File: config.mk
export PLATFORM = sky130hd
export DESIGN_NAME = poly_split
export DESIGN_NICKNAME = d
export VERILOG_FILES = /design/src/rtl/poly_split.sv
export SDC_FILE = /design/constraint.sdc
export NUM_CORES = 1
export LEC_CHECK = 0
export CAP_MARGIN = 15
export CORE_MARGIN = 10
export CORE_UTILIZATION = 60
export DETAILED_ROUTE_END_ITERATION = 10
export MAX_ROUTING_LAYER = met4
export PLACE_DENSITY = 0.79
export SYNTH_ARGS = -nofsm -noshare
export SYNTH_HDL_FRONTEND = slang
export SYNTH_SLANG_ARGS = --single-unit
File: constraint.sdc
create_clock -name clk -period 13.7 [get_ports clk]
set_clock_uncertainty 0.05 [all_clocks]
set_input_delay 2.74 -clock clk [delete_from_list [all_inputs] [get_ports clk]]
set_output_delay 2.74 -clock clk [all_outputs]
set_load 0.01 [all_outputs]
File: src/rtl/poly_split.sv
// Polyphase splitter: pairs even/odd samples of a framed stream into a small
// FIFO, closing odd-length frames by duplicating the last even sample.
module poly_split #(
    parameter int DATA_W = 16,
    parameter int DEPTH  = 4
) (
    input  logic                       clk,
    input  logic                       rst,
    input  logic [DATA_W-1:0]          s_data,
    input  logic                       s_valid,
    input  logic                       s_last,
    output logic                       s_ready,
    output logic [DATA_W-1:0]          m_even,
    output logic [DATA_W-1:0]          m_odd,
    output logic                       m_last,
    output logic                       m_pad,
    output logic                       m_valid,
    input  logic                       m_ready,
    output logic [$clog2(DEPTH):0]     level
);

    localparam int AW = $clog2(DEPTH);
    localparam int PW = AW + 1;
    localparam int EW = 2 * DATA_W + 2;

    localparam logic [0:0]    PH_EVEN = 1'b0;
    localparam logic [0:0]    PH_ODD  = 1'b1;
    localparam logic [PW-1:0] PTR_ONE = PW'(1);

    logic [0:0]                 phase_q, phase_d;
    logic [DATA_W-1:0]          even_q, even_d;
    logic [PW-1:0]              wr_ptr_q, wr_ptr_d;
    logic [PW-1:0]              rd_ptr_q, rd_ptr_d;
    logic [DEPTH-1:0][EW-1:0]   mem_q, mem_d;

    logic          full_s;
    logic          empty_s;
    logic          accept_s;
    logic          push_s;
    logic          pop_s;
    logic [EW-1:0] entry_s;
    logic [EW-1:0] head_s;

    // Full/empty from registered pointers only, so s_ready never depends on m_ready.
    assign full_s   = (wr_ptr_q[AW-1:0] == rd_ptr_q[AW-1:0]) && (wr_ptr_q[AW] != rd_ptr_q[AW]);
    assign empty_s  = (wr_ptr_q == rd_ptr_q);
    assign accept_s = s_valid && !full_s && !rst;
    assign pop_s    = m_ready && !empty_s;

    // Phase tracking and pair assembly; entry layout is {even, odd, last, pad}.
    always_comb begin
        phase_d = phase_q;
        even_d  = even_q;
        push_s  = 1'b0;
        entry_s = '0;
        if (accept_s) begin
            case (phase_q)
                PH_EVEN: begin
                    if (s_last) begin
                        push_s  = 1'b1;
                        entry_s = {s_data, s_data, 1'b1, 1'b1};
                    end else begin
                        even_d  = s_data;
                        phase_d = PH_ODD;
                    end
                end
                PH_ODD: begin
                    push_s  = 1'b1;
                    entry_s = {even_q, s_data, s_last, 1'b0};
                    phase_d = PH_EVEN;
                end
                default: begin
                    phase_d = PH_EVEN;
                end
            endcase
        end else begin
            phase_d = phase_q;
        end
    end

    // FIFO storage and pointer advance.
    always_comb begin
        mem_d    = mem_q;
        wr_ptr_d = wr_ptr_q;
        rd_ptr_d = rd_ptr_q;
        if (push_s) begin
            mem_d[wr_ptr_q[AW-1:0]] = entry_s;
            wr_ptr_d                = wr_ptr_q + PTR_ONE;
        end else begin
            wr_ptr_d = wr_ptr_q;
        end
        if (pop_s) begin
            rd_ptr_d = rd_ptr_q + PTR_ONE;
        end else begin
            rd_ptr_d = rd_ptr_q;
        end
    end

    // State registers; reset drops any half-collected pair and the FIFO contents.
    always_ff @(posedge clk or posedge rst) begin
        if (rst) begin
            phase_q  <= PH_EVEN;
            even_q   <= '0;
            wr_ptr_q <= '0;
            rd_ptr_q <= '0;
            mem_q    <= '0;
        end else begin
            phase_q  <= phase_d;
            even_q   <= even_d;
            wr_ptr_q <= wr_ptr_d;
            rd_ptr_q <= rd_ptr_d;
            mem_q    <= mem_d;
        end
    end

    assign head_s  = mem_q[rd_ptr_q[AW-1:0]];
    assign m_even  = head_s[EW-1 -: DATA_W];
    assign m_odd   = head_s[DATA_W+1 -: DATA_W];
    assign m_last  = head_s[1];
    assign m_pad   = head_s[0];
    assign m_valid = !empty_s;
    assign level   = wr_ptr_q - rd_ptr_q;
    assign s_ready = !full_s && !rst;

endmodule

* After elaboration in Yosys (flattened, before gate mapping)
Index checks and enable logic that the tools add are counted.
Cells by class: mux-type cells 13, magnitude comparators 3, reduce and logical (&&, ||, !) cells 10, bitwise operators 2, $add $sub $neg 3, eq/ne operators 3
Operators with widths (number):
- $bwmux W136 | 1
- $mux W34 | 4
- $bmux W34 S2 | 1
- $demux W34 S2 | 1
- $pmux W34 S2 | 1
- $add A3 B1 Y3 const B | 2
- $logic_and A1 B1 Y1 | 6
- $lt A2 B3 Y1 const B | 2
- $pmux W1 S2 | 2
- $eq A3 B3 Y1 | 1
- $logic_not A1 Y1 | 3
- $mux W1 | 3
- $reduce_and A3 Y1 | 1
- $sub A3 B3 Y3 | 1
- $eq A2 B2 Y1 | 1
- $ge A2 B1 Y1 const B | 1
- $not A1 Y1 | 2
- $ne A1 B1 Y1 | 1
Storage, ports and cells: word-level logic and storage cells 42, register bits after elaboration 159, output and inout bits 39, bits of input ports 21

* Logic depth before layout (Yosys ltp)
word-level depth 7, mapped depth 10, gate-level depth less buffers 6

* Worst setup path before layout
No wires, ideal clock.
kind input-to-output, from input rst, to output s_ready, arrival 2.919 ns, stages on the path 1, data required time 10.910 ns, buffers on the path 0, path slack 7.991 ns, cells stage by stage a21oi_2
On the way: cells in the longest elaborated chain, start to end 2
RTL lines:
- start: declaration | line 8 | input logic rst,
- $logic_not A1 Y1 | line 123 | assign s_ready = !full_s && !rst;
- $logic_and A1 B1 Y1 | line 123
- end: declaration | line 12 | output logic s_ready,
Every way passes these cells.

* Worst setup path in the final report
Same ends and word-level chain as after synthesis.

==> metrics <==
reg2reg start=rd_ptr_q[0]$_DFFE_PP0P_; post-detail-place hpwl=between 9 and 10 mm; Final Cell Area=8423 sq um; flop2flop setup slack=10.36 ns; CP Max Fanout=4; EDFF count, synth=0; CP Data Required Time=10.91 ns; Detail Route Antenna Nets=0; period utilization=0.4988; CTS HTree Levels=4; I/O Pins=60; drt total wl=14.75 mm; post-synthesis mux area share=0.2892; Cells after Synth=507; Worst EP arrival=4.04 ns; Yosys reg bits=between 150 and 200; Sink Count=approximately 160; post-synthesis sequential area ratio=0.5590; CP dominant cell by count=clkdlybuf4s50_1; share of post-route cells with drive strength above 1=0.2815; residual DRC count=0; VDD IR-drop max=0.1349 mV; DR vias/cell=5.924; cts hold-fix bufs=0; ordered cell list for the critical path=clkdlybuf4s50_1, a21oi_2, clkdlybuf4s50_1; first-pass GRT wire length=24.73 mm; Hold WC Path Type=register to register; ranking of synthesized cells by area=dfrtp_1 (56%), mux2_2 (11%), mux4_2 (11%); antenna violations before repair=0; CP Launch Type=input port; Die Footprint=16620 sq um; slowest cell on the critical path=clkdlybuf4s50_1; FP Rows=39; Setup crit end kind=output port; largest net degree at the start of global routing=91; Synth cell types=31; Area Growth Syn to Fin=18.33%; number of max-cap violations=0; Post-Syn Nets=536; post-synthesis adder-cell area fraction=0.01512; setup TNS=0 ns; fmax=between 100 and 150 MHz; RSZ-0062 raised after global routing=false; Initial Util=0.6181; most common flop cell mapped by yosys=dfrtp_1; Post-Syn Area=7118 sq um; DR pass1 iterations=5; Mean Syn Cell Area=14.04 sq um; Yosys warnings=0; final non-filler cell total=715; Synth top area share=0.5590; core area=11520 sq um; Crit. Startpoint=rst; Final Hold Fails=0; largest area contributor in the netlist=dfrtp_1; final core utilization=0.7314; final RePlAce weighted congestion=around 0.79; Hold Crit Start=mem_q[103]$_DFFE_PP0P_; CTS tree=done; Hold Slack=0.4270 ns; Synth Area in Simple Gates=0.03656; Fillers=739; via count=approximately 4200; power per cell area=267.3 nW/um^2; Final setup viols=0; fraction of registers with async set or reset after synthesis=1.000; post-synthesis xor/xnor area fraction=0.008613; Final nets=589; # diodes=0; CP delay by family, top=buffers and inverters; Post-CTS Setup Inserts=0; Max Buffers Root-to-Sink=2; complex-gate fraction of the synthesized area=0.05361; number of I/O port buffers=a little under 60; Final min period=roughly 6.8 ns; Critical Path Max Stage Delay=around 0.57 ns; die width=between 100 and 150 um; Placed Area=7824 sq um; die span in y=approximately 130 um; kind of critical path=input port to output port; vias in the first global route=4654; leakage power=3.683 nW; most instantiated cells after synthesis=dfrtp_1 (159), mux2_2 (69), nand2_1 (51); clock-pin slew on the worst setup and hold paths=0.06 ns; status=complete, no violations; worst skew pair latency=0.42 ns; Worst Path Buf+Inv=2; worst-margin pin slew=0.9374 ns; largest family of logic cells by synthesized area=multiplexers; TritonCTS Buffers=17; Placed Cells=683; remaining global-route overflow=0; Slew HR=0.3706; 1st-iter DRT viols=273; Clock Tree Root=clkbuf_16; Post-CTS Resized=0; Pins Over Slew Limit=0; Avg WL per Cell=20.62 um; Total GRT Usage=0.1968; count leader, synth=dfrtp_1
[placed cells by master, fill, tap and decap left out, types with 7 or more instances in the layout]
master,instances
mux4_2,34
mux2i_1,32
mux2_2,69
o21ai_0,49
clkbuf_16,17
dfrtp_1,158
ha_1,7
mux2_4,13
nand2_1,51
clkdlybuf4s50_1,59
buf_4,8
inv_1,22
[sequential cells by signal, indices dropped and copies added (netlist names)]
register	flops
mem_q	136
rd_ptr_q	3
wr_ptr_q	3
even_q	16
phase_q	1
[final timing paths]
path,endpoint,cells after the start
setup / recovery,s_ready,3
hold / removal,mem_q[103]$_DFFE_PP0P_,1
setup reg to reg,even_q[1]$_DFFE_PP0P_,6
hold reg to reg,mem_q[103]$_DFFE_PP0P_,1
max in group asynchronous,rd_ptr_q[0]$_DFFE_PP0P_,4
min in group asynchronous,mem_q[102]$_DFFE_PP0P_,2
[metal layers]
metal	vias to the layer above	wire length, um	track usage
li1	1907	-	-
met3	18	630	0.04435
met1	2210	6636	0.2502
met2	101	7241	0.3052
met4	0	236	0.07224
met5	-	0	-
[layout make-up]
class / count / area (sq um) / share of cell area
Sequential cell: 159 / 3980 / 0.4725
Multi-Input combinational cell: 291 / 2923 / 0.3470
Timing Repair Buffer: 68 / 678.2 / 0.08051
Clock buffer: 26 / 519.2 / 0.06165
Tap cell: 143 / 178.9 / 0.02124
Inverter: 23 / 91.34 / 0.01084
Clock inverter: 5 / 52.55 / 0.006239
[where the power goes]
part / internal, mW / switching, mW
registers: 0.695 / 0.119
clock network: 0.277 / 0.177
logic: 0.553 / 0.431
[cell families after synthesis]
logic type                 count (synthesis)
DFF                                      159
muxes                                    148
adders and majority gates                  8
and+or+nand+nor                           62
buffers and inverters                     57
xor gates and xnor gates                   7
AOI/OAI and AO/OA                         66
[worst register-to-register path: stages (launching register included)]
cell      delay, ns
dfrtp_2        0.33
buf_4          0.59
ha_1           0.39
and2_1         0.21
a21boi_2       0.49
nand2b_1       0.65
mux2_2         0.50
[per-stage QoR]
stage / power [mW] / worst slack (ns)
floorplan: 1.406 / 6.618
global placement: 1.761 / 6.892
detailed placement: 1.807 / 6.869
CTS: 2.273 / 6.861
global route: 2.393 / 6.828
finish: 2.251 / 6.867
No activity file was read; power rests on OpenSTA's default activity.
